File: config.mk
export PLATFORM = sky130hd
export DESIGN_NAME = fetch_response_buffer
export DESIGN_NICKNAME = d
export VERILOG_FILES = /design/src/rtl/fetch_pkg.sv /design/src/rtl/fetch_response_buffer.sv
export SDC_FILE = /design/constraint.sdc
export NUM_CORES = 1
export LEC_CHECK = 0
export CORE_MARGIN = 4
export CORE_UTILIZATION = 49
export DETAILED_ROUTE_END_ITERATION = 12
export PLACE_DENSITY = 0.7
export SYNTH_ARGS = -nofsm -noshare
export SYNTH_HDL_FRONTEND = slang
export SYNTH_SLANG_ARGS = --single-unit
File: constraint.sdc
create_clock -name iClk -period 16.98 [get_ports iClk]
set_clock_uncertainty 0.1 [all_clocks]
set_input_delay 5.094 -clock iClk [delete_from_list [all_inputs] [get_ports iClk]]
set_output_delay 5.094 -clock iClk [all_outputs]
set_load 0.005 [all_outputs]
File: src/rtl/fetch_pkg.sv
// Shared types and constants for the in-order fetch response buffer.
// Entry layout is fixed here; the top-level width parameters default to these values.
package fetch_pkg;

  localparam int FETCH_DEPTH  = 4;
  localparam int FETCH_ADDR_W = 32;
  localparam int FETCH_DATA_W = 32;
  localparam int FETCH_PTR_W  = $clog2(FETCH_DEPTH);

  // addi x0, x0, 0
  localparam logic [31:0] FETCH_NOP = 32'h00000013;

  typedef struct packed {
    logic [FETCH_ADDR_W-1:0] pc;
    logic [FETCH_DATA_W-1:0] instr;
    logic                    filled;
  } fetch_entry_t;

endpackage

File: src/rtl/fetch_response_buffer.sv
// Pairs in-order instruction memory responses with their PCs and hands them to decode.
// Latency: response in cycle N is visible to decode in cycle N+1; 1 instr/cycle sustained.
// Backpressure: PCs stall when allocated + flushed-in-flight entries fill DEPTH; decode stalls via iDecodeReady.
module fetch_response_buffer
  import fetch_pkg::*;
#(
  parameter int DEPTH  = FETCH_DEPTH,
  parameter int ADDR_W = FETCH_ADDR_W,
  parameter int DATA_W = FETCH_DATA_W
) (
  input  logic                     iClk,
  input  logic                     iRst,
  input  logic                     iPCValid,
  input  logic [ADDR_W-1:0]        iPC,
  output logic                     oPCReady,
  output logic                     oMemReqValid,
  output logic [ADDR_W-1:0]        oMemReqAddr,
  input  logic                     iMemReqReady,
  input  logic                     iMemRspValid,
  input  logic [DATA_W-1:0]        iMemRspData,
  input  logic                     iFlush,
  output logic                     oInstrValid,
  output logic [DATA_W-1:0]        oInstr,
  output logic [ADDR_W-1:0]        oInstrPC,
  input  logic                     iDecodeReady,
  output logic [$clog2(DEPTH):0]   oDropCount
);

  localparam int PTR_W = $clog2(DEPTH);
  localparam int CNT_W = PTR_W + 1;

  fetch_entry_t     entries [DEPTH];
  logic [PTR_W-1:0] head_ptr, fill_ptr, tail_ptr;
  // alloc: entries owned by the current path; pend: allocated but not yet filled;
  // drop: old-path responses still expected from memory.
  logic [CNT_W-1:0] alloc_cnt, pend_cnt, drop_cnt;
  logic [CNT_W:0]   occupancy;
  logic             slot_free;
  logic             rsp_keep;
  logic             deliver;

  always_comb begin
    occupancy = {1'b0, alloc_cnt} + {1'b0, drop_cnt};
    slot_free = occupancy < (CNT_W+1)'(DEPTH);
  end

  assign oMemReqValid = iPCValid & slot_free & ~iFlush & ~iRst;
  assign oMemReqAddr  = iPC;
  assign oPCReady     = oMemReqValid & iMemReqReady;

  assign rsp_keep     = iMemRspValid & (drop_cnt == '0);

  assign oInstrValid  = entries[head_ptr].filled & (alloc_cnt != '0) & ~iFlush;
  assign oInstr       = entries[head_ptr].instr;
  assign oInstrPC     = entries[head_ptr].pc;
  assign deliver      = oInstrValid & iDecodeReady;

  assign oDropCount   = drop_cnt;

  always_ff @(posedge iClk or posedge iRst) begin
    if (iRst) begin
      head_ptr  <= '0;
      fill_ptr  <= '0;
      tail_ptr  <= '0;
      alloc_cnt <= '0;
      pend_cnt  <= '0;
      drop_cnt  <= '0;
      for (int i = 0; i < DEPTH; i++) entries[i] <= '0;
    end else if (iFlush) begin
      // Unfilled requests become drops; a response this cycle belongs to the old path.
      head_ptr  <= '0;
      fill_ptr  <= '0;
      tail_ptr  <= '0;
      alloc_cnt <= '0;
      pend_cnt  <= '0;
      drop_cnt  <= drop_cnt + pend_cnt - CNT_W'(iMemRspValid);
      for (int i = 0; i < DEPTH; i++) entries[i].filled <= 1'b0;
    end else begin
      if (oPCReady) begin
        entries[tail_ptr].pc     <= iPC;
        entries[tail_ptr].filled <= 1'b0;
        tail_ptr                 <= tail_ptr + 1'b1;
      end
      if (iMemRspValid) begin
        if (drop_cnt != '0) begin
          drop_cnt <= drop_cnt - 1'b1;
        end else begin
          entries[fill_ptr].instr  <= iMemRspData;
          entries[fill_ptr].filled <= 1'b1;
          fill_ptr                 <= fill_ptr + 1'b1;
        end
      end
      if (deliver) begin
        entries[head_ptr] <= '0;
        head_ptr          <= head_ptr + 1'b1;
      end
      alloc_cnt <= alloc_cnt + CNT_W'(oPCReady) - CNT_W'(deliver);
      pend_cnt  <= pend_cnt + CNT_W'(oPCReady) - CNT_W'(rsp_keep);
    end
  end

  rsp_has_owner: assert property (@(posedge iClk) disable iff (iRst)
    iMemRspValid |-> (drop_cnt != '0 || pend_cnt != '0));

endmodule

==> run_summary.xml <==
<?xml version="1.0" encoding="UTF-8"?>
<metrics>
  <group name="pwr">
    <metric name="power.total" unit="mW">2.02</metric>
    <metric name="internal_portion_of_total_power" unit="mW">1.48</metric>
    <metric name="switchingPower" unit="mW">0.537</metric>
    <metric name="max-vdd-ir-drop" unit="V">0.000119</metric>
    <metric name="sw_frac_of_total" unit="%">26.6</metric>
    <metric name="powerDensity" unit="mW/mm^2">121</metric>
    <metric name="power.share.combinational" unit="%">25.3</metric>
    <metric name="power_frac_seq" unit="%">40.1</metric>
    <metric name="cellLeakagePower" unit="nW">6.84</metric>
    <metric name="power.clock.fraction" unit="%">34.6</metric>
  </group>
  <group name="final_layout">
    <metric name="area_growth" unit="%">18.0</metric>
    <metric name="leading_cell_type_in_the_layout_fill_and_taps_excluded" unit="">nand2_1</metric>
    <metric name="n_antenna_cell" unit="">0</metric>
    <metric name="layout_common_cells" unit="">nand2_1 (328), dfrtp_1 (273), clkdlybuf4s50_1 (171)</metric>
    <metric name="drive_gt1_share" unit="%">18.4</metric>
    <metric name="fin_nets" unit="">1550</metric>
    <metric name="post-route-util" unit="%">58.5</metric>
    <metric name="design_area" unit="mm^2">0.0168</metric>
  </group>
  <group name="logic_synthesis">
    <metric name="synth_fp_nets" unit="">1477</metric>
    <metric name="number_of_synthesized_flops_with_an_enable_pin" unit="">0</metric>
    <metric name="yosys_register_bits" unit="">275</metric>
    <metric name="synth-async-reset-ratio" unit="%">100</metric>
    <metric name="synth_cell_types" unit="">40</metric>
    <metric name="synth_warnings" unit="">0</metric>
    <metric name="syn-cell-area" unit="mm^2">0.0142</metric>
    <metric name="synth.avg_cell_area" unit="um^2">10.3</metric>
    <metric name="netlist_instances" unit="">1380</metric>
    <metric name="seq_area_frac_synth" unit="%">48.5</metric>
    <metric name="synthFlopType" unit="">dfrtp_1</metric>
  </group>
  <group name="clocking">
    <metric name="clock-sinks" unit="">275</metric>
    <metric name="clockRootBuffer" unit="">clkbuf_16</metric>
    <metric name="tritoncts.num_buffers" unit="">31</metric>
    <metric name="tritoncts" unit="">built</metric>
    <metric name="clk_transition_reported_paths" unit="ns">0.06</metric>
    <metric name="cts_repair_resize_count" unit="">0</metric>
    <metric name="clock_path_buffers" unit="">3</metric>
    <metric name="htree_levels" unit="">1</metric>
    <metric name="latest_clock_arrival_within_the_worst_skew_pair" unit="ns">0.55</metric>
    <metric name="cts_post_setup_buffers_inserted" unit="">0</metric>
    <metric name="cts.hold.buffers_added" unit="">0</metric>
  </group>
  <group name="sta">
    <metric name="grt_setup_unrepaired" unit="">false</metric>
    <metric name="setup_tns" unit="ns">0</metric>
    <metric name="finalWorstPathRequiredPeriod" unit="ns">13.17</metric>
    <metric name="tightestPinTransition" unit="ns">1.18</metric>
    <metric name="slew-limit-headroom" unit="%">21.4</metric>
    <metric name="hold_violations" unit="">0</metric>
    <metric name="whs" unit="ns">0.417</metric>
    <metric name="fmaxAchievable" unit="GHz">0.0759</metric>
    <metric name="final_min_period_over_clock_period" unit="%">77.6</metric>
    <metric name="finalSetupViolations" unit="">0</metric>
    <metric name="final-max-slew-violation-count" unit="">0</metric>
  </group>
  <group name="placed_design">
    <metric name="gp_congestion" unit="">0.796</metric>
    <metric name="io_buffers" unit="">172</metric>
    <metric name="placedInstanceArea" unit="mm^2">0.0157</metric>
    <metric name="detailed_place_hpwl" unit="um">22400</metric>
  </group>
  <group name="critical_path">
    <metric name="r2r_slack" unit="ns">12.77</metric>
    <metric name="r2r_end" unit="">entries[176]</metric>
    <metric name="r2r_start" unit="">head_ptr[1]</metric>
    <metric name="worstSetupPathType" unit="">in2out</metric>
    <metric name="worstRegToRegCells" unit="">6</metric>
    <metric name="start_kind" unit="">primary input</metric>
    <metric name="critPathArrivalTime" unit="ns">7.98</metric>
    <metric name="critical_path_required" unit="ns">11.79</metric>
    <metric name="timing.critical_path.fanout_max" unit="">69</metric>
    <metric name="crit_path_end_kind" unit="">output pin</metric>
  </group>
  <group name="hold_path">
    <metric name="hold_path_depth" unit="">2</metric>
    <metric name="hold_path.startpoint" unit="">entries[246]</metric>
    <metric name="min_delay_worst_endpoint" unit="">entries[246]</metric>
    <metric name="worst_hold_path_class" unit="">reg2reg</metric>
  </group>
  <group name="grt">
    <metric name="grt_pass1_wl" unit="um">62200</metric>
    <metric name="total_gr_overflow" unit="">0</metric>
    <metric name="grt_util_all_layers" unit="%">24.7</metric>
    <metric name="pin_count_of_the_biggest_net_entering_global_routing" unit="">114</metric>
    <metric name="initial_antenna_violation_count" unit="">1</metric>
    <metric name="first_global_vias" unit="">11100</metric>
  </group>
  <group name="detailed_routing">
    <metric name="final_antenna_net_count" unit="">0</metric>
    <metric name="wl_per_cell" unit="um">21.1</metric>
    <metric name="remaining_drc_errors" unit="">0</metric>
    <metric name="detailedRoute.firstPassIterationCount" unit="">5</metric>
    <metric name="vias" unit="">10900</metric>
    <metric name="viasPerCell" unit="">5.84</metric>
    <metric name="detailedRoute.firstIterationViolations" unit="">980</metric>
    <metric name="routed_wl" unit="um">39300</metric>
  </group>
  <group name="floorplanning">
    <metric name="start_util" unit="%">49.6</metric>
    <metric name="floorplan.core_area" unit="mm^2">0.0286</metric>
    <metric name="std_cell_rows" unit="">62</metric>
    <metric name="dieWidth" unit="um">178</metric>
    <metric name="dieHeight" unit="um">178</metric>
    <metric name="total_die_area" unit="mm^2">0.0318</metric>
    <metric name="ioPinCount" unit="">173</metric>
  </group>
  <group name="run">
    <metric name="max_cap_violations" unit="">0</metric>
  </group>
  <group name="outcome">
    <metric name="run_status" unit="">finished, final reports clean</metric>
  </group>
</metrics>
-- power groups by stage --
stage	Sequential, mW	Combinational (mW)	Clock [mW]
6_report	0.811	0.510	0.699
5_1_grt	0.823	0.553	0.740
4_1_cts	0.811	0.513	0.708
3_5_place_dp	0.820	0.510	0
3_3_place_gp	0.817	0.498	0
2_1_floorplan	0.804	0.284	0
-- worst max path at each step --
stage          start           end  slack, ns  cells after the start
2_1_floorplan   iRst  alloc_cnt[0]       4.21                      1
3_3_place_gp    iRst      oPCReady       3.88                      7
3_5_place_dp    iRst      oPCReady       3.84                      7
4_1_cts         iRst      oPCReady       3.84                      7
5_1_grt         iRst      oPCReady       3.70                      7
6_report        iRst      oPCReady       3.81                      7
-- per-stage QoR --
step / worst slack (ns) / instances
CTS: 3.84 / 1861
detailed placement: 3.84 / 1804
global route: 3.70 / 1861
finish: 3.81 / 1861
global placement: 3.88 / 1804
floorplan: 4.21 / 1380
-- critical path, cell delays in order --
cell             delay [ns]
clkdlybuf4s50_1        0.54
nor4b_4                0.39
nand4_1                0.13
buf_4                  0.36
inv_2                  0.10
buf_4                  0.66
clkdlybuf4s50_1        0.65
-- sequential cells by signal (all words and copies together) (netlist names) --
register / count
pend_cnt: 3
alloc_cnt: 3
tail_ptr: 2
entries: 260
fill_ptr: 2
oDropCount: 3
head_ptr: 2
-- cell type report --
class	instances	area (um^2)
Clock buffer	45	908
Clock inverter	12	166
Fill cell	2414	11900
Inverter	21	86.3
Multi-Input combinational cell	935	6380
Sequential cell	275	6890
Tap cell	384	480
Timing Repair Buffer	189	1840
-- cell usage after synthesis (all sizes together) (2+ instances only) --
cell	number	area share, %
mux2i	34	2.4
nand3	66	2.3
nor3	2	0.071
xor2	3	0.19
clkbuf	75	2.0
nand4	3	0.13
o21ai	67	2.4
nor2b	34	1.5
xnor2	7	0.43
a21oi	227	11
dfrtp	275	48
and2	10	0.44
mux4	65	10
buf	74	4.2
inv	21	0.56
fa	3	0.42
and4	2	0.12
nor2	41	1.1
a211oi	2	0.11
nand2	332	8.8
and3b	3	0.19
ha	23	2.0
-- layer usage --
metal	up-vias	global-route usage (%)	wire, um
li1	4823	-	-
met1	5475	33.9	16000
met2	481	40.3	18800
met3	84	4.58	3200
met4	2	8.09	1260
met5	-	0	9
-- logic make-up (layout without fill, tap and decap cells) --
group           Yosys count  count (layout)  synth area share, %
simple gates            500             500                 15.2
compound gates          300             300                 13.9
flops                   275             275                 48.5
buf+inv                 170             267                 6.74
mux                      99              99                 12.7
fa+ha+maj                26              26                 2.45
xor+xnor                 10              10                0.617
(Power assumes the default switching activity.)
==> edit, RTL diff (same flow settings) <==
Set the package constant `FETCH_DEPTH` to 8 (it was 4).
--- a/src/rtl/fetch_pkg.sv
+++ b/src/rtl/fetch_pkg.sv
@@ -4,3 +4,3 @@
 
-  localparam int FETCH_DEPTH  = 4;
+  localparam int FETCH_DEPTH  = 8;
   localparam int FETCH_ADDR_W = 32;
Ports: changed (resized oDropCount); port bits go from 173 to 174. The function was not compared with the original's and may differ.
==> edit against the unedited design <==
Setup slack gained 0.77 ns; total power increased by 65%; area after synthesis increased by 80%; sequential cell count grew 266; cell count increased by 71%; via count rose by 84%; cell area grew 77%; global-route usage is 2.4 points higher; non-clock buffer count is 33 higher; routed wire length is 98% higher; maximum frequency rose by 6.2%; critical path depth is 2 lower; worst hold slack got worse by 0.032 ns; largest cell class unchanged.
==> edit: results (changes against the unedited design) <==
outcome:
  status: "finished, final reports clean"
yosys:
  yosysUniqueCellTypes: 56  # +40%
  syn_nets: 2503  # +69%
  synthXorXnorAreaFrac: 0.00445  # -0.00172
  yosysSeqAreaShare: 0.529  # +0.0441
  ys_top_cells_by_count: "nand2_1, dfrtp_1, a21oi_1, o2bb2ai_1, mux2i_1"
  synth_compound_area_frac: 0.184  # +0.0452
  yosys-top-cells-area: "dfrtp_1, o2bb2ai_1, nand2_1"
  synthAdderAreaFrac: 0.0131  # -0.0114
  syn_area_per_cell_um2: 10.6  # +3.4%
  ys.flop_type: "dfrtp_1"
pwr:
  switchingPower_mw: 0.867  # +61%
  max-vdd-ir-drop_uv: 91.6  # -23%
  p_comb_mw: 0.590  # +16%
  combPwrFrac: 0.176  # -0.077
  leakage_nw: 11.7  # +72%
  p_clk_mw: 1.31  # +87%
placement:
  dpl_cell_area_um2: 27600  # +76%
  dpl.cell_count: 3079  # +71%
  numPortBuffers: 173  # +0.58%
  preCtsSetupSlack_ns: 4.58  # +0.741 ns
  hpwlAfterDp_um: 43100  # +92%
  gp_congestion: 0.825  # +3.7%
worst_hold_path:
  min_path_type: "register to register"
clock_network:
  cts.repair.resized: 0  # unchanged
  cts_made_buffers: 57  # +84%
  path_clk_slew_ns: 0.06  # about the same
  worstSkewPairLatency_ns: 0.63  # +0.08 ns
  h-tree-depth: 2  # +1
  clockRootBuffer: "clkbuf_16"
sta:
  maxSlewHeadroom: 0.184  # -0.0303
drt:
  vias: 20000  # +84%
  drt_iter0_markers: 1747  # +78%
  post_drt_wl_per_cell_um: 24.4  # +15%
grt:
  grt_pass1_wl_um: 122000  # +95%
  grt_usage: 0.272  # +0.0242
  antenna_found_initial: 0  # -1
  grt_max_degree: 83  # -27%
  grt_pass1_vias: 20900  # +88%
layout:
  multi_input_area_um2: 11000  # +72%
  n_fill_cell: 4319  # +79%
  largest_reg_flops: 520  # +100%
  drive_gt1_frac: 0.101  # -0.0832
  layout.nets: 2554  # +65%
  final_cells: 3187  # +71%
setup_path:
  cp.arrival_ns: 7.21  # -0.77 ns
  path_max_fanout: 8  # -88%
edit: cell count changes after synthesis, sizes merged, moves of 48 or more:
cell     before  now
dfrtp       275  541
o2bb2ai       0  256
clkbuf       75  126
nand2       332  558
nand3        66    2
o21ai        67   12
o22a          0   48
mux2i        34  191
edit: metal layers:
metal | up-vias | global-route usage | wire [um] | part of all wire
met1 | 10200 | 0.361 | 31400 | 0.40
met2 | 930 | 0.442 | 36800 | 0.47
li1 | 8674 | - | - | -
met3 | 200 | 0.0542 | 6490 | 0.084
met4 | 0 | 0.108 | 2930 | 0.038
met5 | - | 0 | 0 | 0
edit: cell type report:
class | instances | area share
sequential | 541 | 0.458
timing repair buffer | 222 | 0.0708
multi-input combinational | 1606 | 0.372
clock inverter | 24 | 0.0100
inverter | 30 | 0.00393
clock buffer | 84 | 0.0574
tap | 680 | 0.0287
edit: final timing paths:
path | startpoint | depth (start not counted) | slack (ns) | end
max reg2reg | head_ptr[1] | 6 | 12.83 | entries[227]
max | iRst | 5 | 4.58 | oPCReady
min in group asynchronous | iRst | 2 | 4.96 | oDropCount[3]
max in group asynchronous | iRst | 5 | 8.72 | entries[108]
min | entries[196] | 1 | 0.38 | entries[196]
min reg2reg | entries[196] | 1 | 0.38 | entries[196]
edit: kinds of logic (layout without fill, tap and decap cells):
logic type | count (synthesis) | after routing
DFF | 541 | 541
adders and majority gates | 25 | 25
AOI/OAI and AO/OA | 655 | 655
muxes | 246 | 246
xor gates and xnor gates | 13 | 13
buffers and inverters | 260 | 360
and+or+nand+nor | 667 | 667
edit: critical path: stages:
cell	delay, ns
clkdlybuf4s50_1	0.47
nor4b_2	0.38
o2111ai_1	0.44
inv_2	0.27
clkdlybuf4s50_1	0.56
